===== src/rtl/clb_cfg_pkg.sv =====
// Shared definitions for the CLB configuration loader: frame width, preamble,
// field positions inside a CLB configuration word and the loader FSM states.
package clb_cfg_pkg;

    localparam int CLB_CFG_W = 37;
    localparam logic [3:0] PREAMBLE = 4'b0010;

    // Field positions inside the 37-bit CLB configuration word
    localparam int MEM_LSB   = 0;   // LUT contents
    localparam int MEM_MSB   = 15;
    localparam int COMB_LSB  = 16;  // combination mode
    localparam int COMB_MSB  = 17;
    localparam int MUX2_LSB  = 18;
    localparam int MUX2_MSB  = 19;
    localparam int MUX3_LSB  = 20;
    localparam int MUX3_MSB  = 21;
    localparam int MUX4_LSB  = 22;
    localparam int MUX4_MSB  = 23;
    localparam int MUX5_LSB  = 24;
    localparam int MUX5_MSB  = 25;
    localparam int MUX6_LSB  = 26;
    localparam int MUX6_MSB  = 27;
    localparam int O2M0_LSB  = 28;  // {o2m3_0, o2m2_0, o2m1_0}
    localparam int O2M0_MSB  = 30;
    localparam int O2M1_LSB  = 31;  // {o2m3_1, o2m2_1, o2m1_1}
    localparam int O2M1_MSB  = 33;
    localparam int DQMUX_LSB = 34;  // {DQmux2, DQmux1}
    localparam int DQMUX_MSB = 35;
    localparam int FOL_BIT   = 36;  // flop/latch select

    typedef enum logic [3:0] {
        ST_HUNT  = 4'd0,
        ST_COUNT = 4'd1,
        ST_START = 4'd2,
        ST_DATA  = 4'd3,
        ST_PAR   = 4'd4,
        ST_STOP  = 4'd5,
        ST_WRITE = 4'd6,
        ST_DONE  = 4'd7,
        ST_ERROR = 4'd8
    } cfg_state_e;

endpackage


===== src/rtl/cfg_shift_par.sv =====
// Frame shadow register: MSB-first shift register with a running parity bit.
// Clear has priority over shift.
module cfg_shift_par #(
    parameter int W = 37
) (
    input  logic         clk,
    input  logic         rst_n,
    input  logic         i_clr,
    input  logic         i_en,
    input  logic         i_din,
    output logic [W-1:0] o_word,
    output logic         o_par
);

    // Shift serial bits in and fold each one into the running parity
    always_ff @(posedge clk or negedge rst_n) begin
        if (!rst_n) begin
            o_word <= '0;
            o_par  <= 1'b0;
        end else if (i_clr) begin
            o_word <= '0;
            o_par  <= 1'b0;
        end else if (i_en) begin
            o_word <= {o_word[W-2:0], i_din};
            o_par  <= o_par ^ i_din;
        end
    end

endmodule


===== src/rtl/clb_cfg_loader.sv =====
// Serial CLB configuration writer: hunts for the preamble, reads the frame
// count, then receives framed, parity-checked 37-bit words and strobes each
// into the CLB configuration store at sequential addresses.
module clb_cfg_loader
    import clb_cfg_pkg::*;
#(
    parameter int FRAME_W = CLB_CFG_W,
    parameter int ADDR_W  = 8,
    parameter int CNT_W   = 16
) (
    input  logic               clk,
    input  logic               rst_n,
    input  logic               din,
    input  logic               din_vld,
    output logic [FRAME_W-1:0] cfg_word,
    output logic [ADDR_W-1:0]  cfg_addr,
    output logic               cfg_we,
    output logic               busy,
    output logic               done,
    output logic               err
);

    localparam int BC_W = $clog2((FRAME_W > CNT_W ? FRAME_W : CNT_W) + 1);
    // Largest frame count that still fits the address space (2**ADDR_W)
    localparam logic [CNT_W:0] N_MAX = (CNT_W+1)'(1) << ADDR_W;

    cfg_state_e         r_state;
    logic [2:0]         r_hunt;
    logic [CNT_W-1:0]   r_n;
    logic [BC_W-1:0]    r_bcnt;
    logic [ADDR_W-1:0]  r_idx;

    logic               w_sh_clr;
    logic               w_sh_en;
    logic [FRAME_W-1:0] w_shadow;
    logic               w_par;
    logic [CNT_W-1:0]   w_n_next;
    logic               w_last_frame;

    // Shadow is discarded on each start bit so a frame always begins clean
    assign w_sh_clr     = (r_state == ST_START) && din_vld && !din;
    assign w_sh_en      = (r_state == ST_DATA) && din_vld;
    assign w_n_next     = {r_n[CNT_W-2:0], din};
    assign w_last_frame = ({{(CNT_W-ADDR_W){1'b0}}, r_idx} == (r_n - 1'b1));

    cfg_shift_par #(.W(FRAME_W)) u_shift (
        .clk    (clk),
        .rst_n  (rst_n),
        .i_clr  (w_sh_clr),
        .i_en   (w_sh_en),
        .i_din  (din),
        .o_word (w_shadow),
        .o_par  (w_par)
    );

    // Loader FSM; every state except WRITE advances only on din_vld cycles
    always_ff @(posedge clk or negedge rst_n) begin
        if (!rst_n) begin
            r_state  <= ST_HUNT;
            r_hunt   <= 3'b111;
            r_n      <= '0;
            r_bcnt   <= '0;
            r_idx    <= '0;
            cfg_word <= '0;
            cfg_addr <= '0;
            cfg_we   <= 1'b0;
            busy     <= 1'b0;
            done     <= 1'b0;
            err      <= 1'b0;
        end else begin
            cfg_we <= 1'b0;
            case (r_state)
                ST_HUNT: if (din_vld) begin
                    r_hunt <= {r_hunt[1:0], din};
                    if ({r_hunt, din} == PREAMBLE) begin
                        r_state <= ST_COUNT;
                        r_bcnt  <= '0;
                        busy    <= 1'b1;
                    end
                end
                ST_COUNT: if (din_vld) begin
                    r_n    <= w_n_next;
                    r_bcnt <= r_bcnt + 1'b1;
                    if (r_bcnt == BC_W'(CNT_W-1)) begin
                        if (w_n_next == '0) begin
                            r_state <= ST_DONE;
                            done    <= 1'b1;
                            busy    <= 1'b0;
                        end else if ({1'b0, w_n_next} > N_MAX) begin
                            r_state <= ST_ERROR;
                            err     <= 1'b1;
                            busy    <= 1'b0;
                        end else begin
                            r_state <= ST_START;
                            r_idx   <= '0;
                        end
                    end
                end
                // 1s are padding between frames
                ST_START: if (din_vld && !din) begin
                    r_state <= ST_DATA;
                    r_bcnt  <= '0;
                end
                ST_DATA: if (din_vld) begin
                    r_bcnt <= r_bcnt + 1'b1;
                    if (r_bcnt == BC_W'(FRAME_W-1))
                        r_state <= ST_PAR;
                end
                ST_PAR: if (din_vld) begin
                    if (w_par ^ din) begin
                        r_state <= ST_ERROR;
                        err     <= 1'b1;
                        busy    <= 1'b0;
                    end else begin
                        r_state <= ST_STOP;
                    end
                end
                ST_STOP: if (din_vld) begin
                    if (din) begin
                        r_state <= ST_WRITE;
                    end else begin
                        r_state <= ST_ERROR;
                        err     <= 1'b1;
                        busy    <= 1'b0;
                    end
                end
                // Write cycle does not consume a serial bit
                ST_WRITE: begin
                    cfg_word <= w_shadow;
                    cfg_addr <= r_idx;
                    cfg_we   <= 1'b1;
                    if (w_last_frame) begin
                        r_state <= ST_DONE;
                        done    <= 1'b1;
                        busy    <= 1'b0;
                    end else begin
                        r_idx   <= r_idx + 1'b1;
                        r_state <= ST_START;
                    end
                end
                default: ; // DONE / ERROR: terminal until reset
            endcase
        end
    end

endmodule

===== config.mk =====
export PLATFORM = sky130hd
export DESIGN_NAME = clb_cfg_loader
export DESIGN_NICKNAME = d
export VERILOG_FILES = /design/src/rtl/clb_cfg_pkg.sv /design/src/rtl/cfg_shift_par.sv /design/src/rtl/clb_cfg_loader.sv
export SDC_FILE = /design/constraint.sdc
export NUM_CORES = 1
export LEC_CHECK = 0
export BUFFER_PORTS_ARGS = -buffer_cell sky130_fd_sc_hd__buf_2
export CAP_MARGIN = 20
export CORE_AREA = 10 10 125 127
export CTS_BUF_LIST = sky130_fd_sc_hd__clkbuf_4 sky130_fd_sc_hd__clkbuf_8 sky130_fd_sc_hd__clkbuf_16
export DETAILED_ROUTE_END_ITERATION = 16
export DIE_AREA = 0 0 135 137
export GPL_TIMING_DRIVEN = 0
export PLACE_DENSITY = 0.69
export SYNTH_ARGS = -nofsm -noshare
export SYNTH_HDL_FRONTEND = slang
export SYNTH_HIERARCHICAL = 1
export SYNTH_SLANG_ARGS = --single-unit

===== constraint.sdc =====
create_clock -name clk -period 4.8 [get_ports clk]
set_input_delay 0.96 -clock clk [delete_from_list [all_inputs] [get_ports clk]]
set_output_delay 0.96 -clock clk [all_outputs]
set_load 0.01 [all_outputs]

==> run summary, run 1 <==
status -> finished clean
clk_lat worst skew -> 0.41 ns
Peak VDD IR -> 0.239 mV
Pleak -> 0.00334 uW
final setup vio count -> 0
CTS tree -> done
Final ANT Viol Nets -> 0
clk_skew -> 0.00862 ns
Worst R2R Path Depth -> 8
hold crit path type -> input port to asynchronous set/reset pin
commonest cells after routing, fill and taps aside -> 121 x dfrtp_1, 61 x mux2_2, 55 x nor2_1, 53 x buf_2, 37 x mux2i_1
remaining global-route overflow -> 0
final net count -> 578
fmax -> 311 MHz
Global Route Usage Sum -> 14.0%
Post-Syn Nets -> 506
slew margin rel. -> 58.3%
minimum clock period after layout -> 3.21 ns
Slew Viols, Final -> 0
Hold Vio Cnt, Final -> 0
# fillers -> 1107
global-route wire length before repair -> 21100 um
reg2reg end -> busy
cells after synthesis -> 498
Starting Density -> 44.1%
PostCTS Resize Cnt -> 0
largest net degree at the start of global routing -> 98
clock slew seen by the registers of the worst setup and hold paths -> 0.06 ns
Seq cells post-synth -> 124
commonest non-fill, non-tap cell in the layout -> dfrtp_1
Final period util -> 66.9%
gpl congestion -> 0.891
row cnt -> 42
Util after Layout -> 52.9%
DP Wirelength -> 8470 um
Starting DRT DRC Count -> 231
DR vias -> 4094
Syn. warnings -> 6
final WL -> 12500 um
H-Tree Level Count -> 4
r2r startpoint -> r_n[0]
Mean Syn Cell Area -> 11.6 sq um
core area -> 0.0131 sq mm
critical path required time -> 5.09 ns
Max Cap Violations -> 0
Placed Area -> 0.00629 sq mm
Yosys cell types -> 56
vias in the first global route -> 4210
Die Y -> 137 um
fraction of layout cells with a size suffix above 1 -> 29.6%
clk sinks -> 124
Post-Layout Cell Count -> 758
placed cells -> 727
Via density -> 5.40
Sequential Area -> 0.00311 sq mm
root buf cell -> clkbuf_16
footprint of the multi-input gates -> 0.00246 sq mm
Ports -> 53
initial antenna violation count -> 0
Cell Pwr Density -> 353 mW/mm^2
final instance area -> 0.00692 sq mm
Post-synth ARST share -> 100%
# DRC -> 0
die area -> 0.0185 sq mm
Least-Margin Pin Slew -> 0.625 ns
setup slack, reg-to-reg -> 1.59 ns
setup TNS -> 0 ns
RSZ-0062 raised after global routing -> no
Worst Setup End Kind -> register
Critical Path AT -> 3.51 ns
register area share after synthesis -> 53.8%
Main synth FF type -> dfrtp_1
crit-path max FO -> 6
antenna cells -> 0
DRT Pass-1 Iters -> 5
I/O Buffers -> 51
CTS Hold Bufs -> 0
Avg WL per Cell -> 16.5 um
Post-synth EDFFs -> 0
Mapped Area -> 0.00577 sq mm
critical path class -> register to register
CTS buffer count -> 17
post-CTS setup repair buffer count -> 0
Clock Path Buffers -> 2
final hold slack -> 0.423 ns
Worst Setup Start Kind -> register
area delta synth->final -> 20.0%
Die Width -> 135 um
==> worst max path at each step <==
stage	slack [ns]	depth (start not counted)	end	startpoint
global route	1.49	8	busy	r_n[0]
global placement	1.24	1	u_shift/o_word[32]	rst_n
finish	1.59	8	busy	r_n[0]
detailed placement	1.52	8	r_idx[5]	din_vld
CTS	1.63	8	busy	r_n[0]
floorplan	1.97	8	r_idx[4]	din_vld
==> flip-flops by register name (all words and copies together), names as in the netlist, 3 cells and up <==
signal / cells
cfg_addr: 8
r_idx: 8
cfg_word: 37
r_bcnt: 6
r_hunt: 3
u_shift/o_word: 37
r_n: 16
r_state: 4
==> per-layer routing <==
metal,vias up,GRT usage [%],part of all wire [%]
met5,-,0,0
met4,0,4.96,1.0
met3,14,3.89,3.7
met2,90,22.8,49
met1,2069,17.4,46
li1,1921,-,-
==> stage by stage <==
step | worst slack (ns) | power [uW]
detailed placement | 1.52 | 1090
global placement | 1.24 | 1090
CTS | 1.63 | 2470
finish | 1.59 | 2450
global route | 1.49 | 2510
floorplan | 1.97 | 1070
==> critical path, cell delays in order (launching register included) <==
cell	delay (ns)
dfrtp_1	0.42
inv_1	0.09
ha_1	0.32
or3b_2	0.52
or4_4	0.45
a2111oi_4	0.42
nand3_1	0.22
a21oi_1	0.28
mux2_2	0.36
==> area by class of cell <==
cell class                      instances  share of cell area [%]
Buffer                                 31                    2.53
Clock buffer                           21                    6.85
Inverter                                8                   0.434
Multi-Input combinational cell        335                    35.5
Sequential cell                       124                    44.9
Timing Repair Buffer                   53                    4.28
Clock inverter                         10                    2.35
Tap cell                              176                    3.18
==> logic make-up after synthesis <==
family | count (synthesis) | share of synthesized area, %
adder cells (fa/ha/maj) | 4 | 0.867
flip-flops | 124 | 53.8
AND/OR/NAND/NOR | 151 | 13.0
buffers and inverters | 39 | 3.56
multiplexers | 99 | 18.7
AO/OA/AOI/OAI | 70 | 8.33
XOR/XNOR | 11 | 1.67
==> synth_stat cells (4+ instances only) <==
library cell,number,area (sq um)
xor2_1,5,43.8
nand3_1,15,75.1
dfrtp_1,121,3030
mux2_2,61,687
clkbuf_1,19,71.3
a31oi_1,5,31.3
or4_1,8,60.1
o31ai_1,10,75.1
and3_1,4,25.0
a21oi_1,13,65.1
o21ai_0,18,90.1
mux2i_1,37,370
or2_2,5,31.3
xnor2_1,6,52.6
nand2_1,27,101
inv_1,8,30.0
ha_1,4,50.1
nor2_1,55,206
nor3_1,11,55.1
==> where the power goes <==
group / switching [uW] / total (uW) / leakage (uW) / internal (uW)
Sequential: 0 / 1050 / 0.00170 / 1050
Combinational: 24.4 / 28.8 / 0.00133 / 4.46
Clock: 459 / 1370 / 0.000309 / 913
Total: 484 / 2450 / 0.00334 / 1960
No activity file was read; power rests on OpenSTA's default activity.
==> run 2, diff against run 1 <==
clock period = 3 ns   (was 4.8 ns; I/O delays follow)
==> run summary, run 2 (synthesized netlist as in run 1, its figures left out) <==
DP Wirelength -> 8470 um (unchanged)
Peak VDD IR -> 0.382 mV (+60%)
crit-path max FO -> 8 (+2)
CTS tree -> done
Hold Vio Cnt, Final -> 0 (unchanged)
Final period util -> 97.0% (+30 points)
Cell Pwr Density -> 563 mW/mm^2 (+59%)
clk_lat worst skew -> 0.42 ns (about the same)
# fillers -> 1098 (-0.81%)
status -> finished clean
Clock Path Buffers -> 2 (unchanged)
largest net degree at the start of global routing -> 98 (unchanged)
Pleak -> 0.00335 uW (+0.31%)
remaining global-route overflow -> 0 (unchanged)
fmax -> 343 MHz (+10%)
largest registers -> cfg_word x37, u_shift/o_word x37, r_n x16
CTS buffer count -> 17 (unchanged)
Starting Density -> 44.1% (unchanged)
Worst Setup Start Kind -> register
clk_skew -> 0.00940 ns (+0.000784 ns)
Global Route Usage Sum -> 14.0% (unchanged)
DRT Pass-1 Iters -> 4 (-1)
Util after Layout -> 53.2% (+0.32 points)
area delta synth->final -> 20.7%
Slew Viols, Final -> 0 (unchanged)
clock slew seen by the registers of the worst setup and hold paths -> 0.05 ns (about the same)
die area -> 0.0185 sq mm (unchanged)
Die Width -> 135 um (unchanged)
DR vias -> 4094 (unchanged)
Avg WL per Cell -> 16.5 um (about the same)
fraction of layout cells with a size suffix above 1 -> 31.4% (+1.9 points)
Max Cap Violations -> 0 (unchanged)
critical path required time -> 3.29 ns (-1.80 ns)
hold crit path type -> input port to asynchronous set/reset pin
total power -> 3920 uW (+60%)
footprint of the multi-input gates -> 0.00249 sq mm (+1.3%)
final WL -> 12500 um (about the same)
vias in the first global route -> 4206 (-0.095%)
setup TNS -> 0 ns (unchanged)
gpl congestion -> 0.891 (unchanged)
initial antenna violation count -> 0 (unchanged)
final net count -> 578 (unchanged)
Worst Setup End Kind -> register
Critical Path AT -> 3.20 ns (-0.31 ns)
final setup vio count -> 0 (unchanged)
final hold slack -> 0.0593 ns (-0.363 ns)
root buf cell -> clkbuf_16
commonest non-fill, non-tap cell in the layout -> dfrtp_1
RSZ-0062 raised after global routing -> no
Ports -> 53 (unchanged)
critical path class -> register to register
row cnt -> 42 (unchanged)
H-Tree Level Count -> 4 (unchanged)
Die Y -> 137 um (unchanged)
global-route wire length before repair -> 21100 um (about the same)
antenna cells -> 0 (unchanged)
commonest cells after routing, fill and taps aside -> 118 x dfrtp_1, 61 x mux2_2, 55 x nor2_1, 53 x buf_2, 37 x mux2i_1
Worst R2R Path Depth -> 7 (-1)
Starting DRT DRC Count -> 226 (-2.2%)
CTS Hold Bufs -> 0 (unchanged)
Sequential Area -> 0.00311 sq mm (+0.12%)
slew margin rel. -> 56.7% (-1.6 points)
clk sinks -> 124 (unchanged)
Via density -> 5.40 (unchanged)
Least-Margin Pin Slew -> 0.649 ns (+0.0236 ns)
I/O Buffers -> 51 (unchanged)
minimum clock period after layout -> 2.91 ns (-0.302 ns)
# DRC -> 0 (unchanged)
core area -> 0.0131 sq mm (unchanged)
Final ANT Viol Nets -> 0 (unchanged)
[run 2: worst paths after layout]
path,from,end,slack [ns]
max in group asynchronous,rst_n,r_hunt[1],2.18
min in group clk,done,done,0.46
max,r_n[4],busy,0.09
min,rst_n,r_bcnt[2],0.06
min reg2reg,done,done,0.46
max reg2reg,r_n[4],busy,0.09
[run 2: what timing repair did]
item,in CTS,in global routing
endpoints found under the setup margin,1,9
pin swaps,1,3
setup buffers,0,1
resized for setup,3,9
[run 2: critical path, cell delays in order, from the launching register on]
cell and delay [ns]:
dfrtp_2 0.44, or4_1 0.54, buf_2 0.18, or4_4 0.51, a2111oi_4 0.43, nand3_2 0.15, a21oi_2 0.19, mux2_2 0.35
[run 2: where the power goes]
part	switching, uW	internal [uW]	leakage, uW
sequential	0	1670	0.00169
combinational	38.9	7.14	0.00135
clock	740	1460	0.000309
[run 2: cell type report]
cell class,count,area share [%]
plain buffers,30,2.48
inverters,8,0.431
clock buffers,21,6.81
repair buffers,54,4.37
multi-input cells,335,35.8
clock inverters,10,2.34
well taps,176,3.16
flip-flops and latches,124,44.7
[run 2: per-stage QoR]
stage / cells / setup WS [ns] / area [sq um]
floorplan: 498 / 0.230 / 5770
global placement: 725 / -0.196 / 6250
finish: 758 / 0.0886 / 6970
CTS: 758 / 0.0383 / 6940
global route: 758 / 0.0127 / 6970
detailed placement: 727 / -0.117 / 6290
[run 2: metal layers]
metal	up-vias	track usage (%)	wire length [um]	share of wire, %
li1	1924	-	-	-
met1	2070	17.4	5720	46
met3	12	3.85	505	4.0
met2	88	22.9	6160	49
met4	0	4.84	127	1.0
met5	-	0	0	0
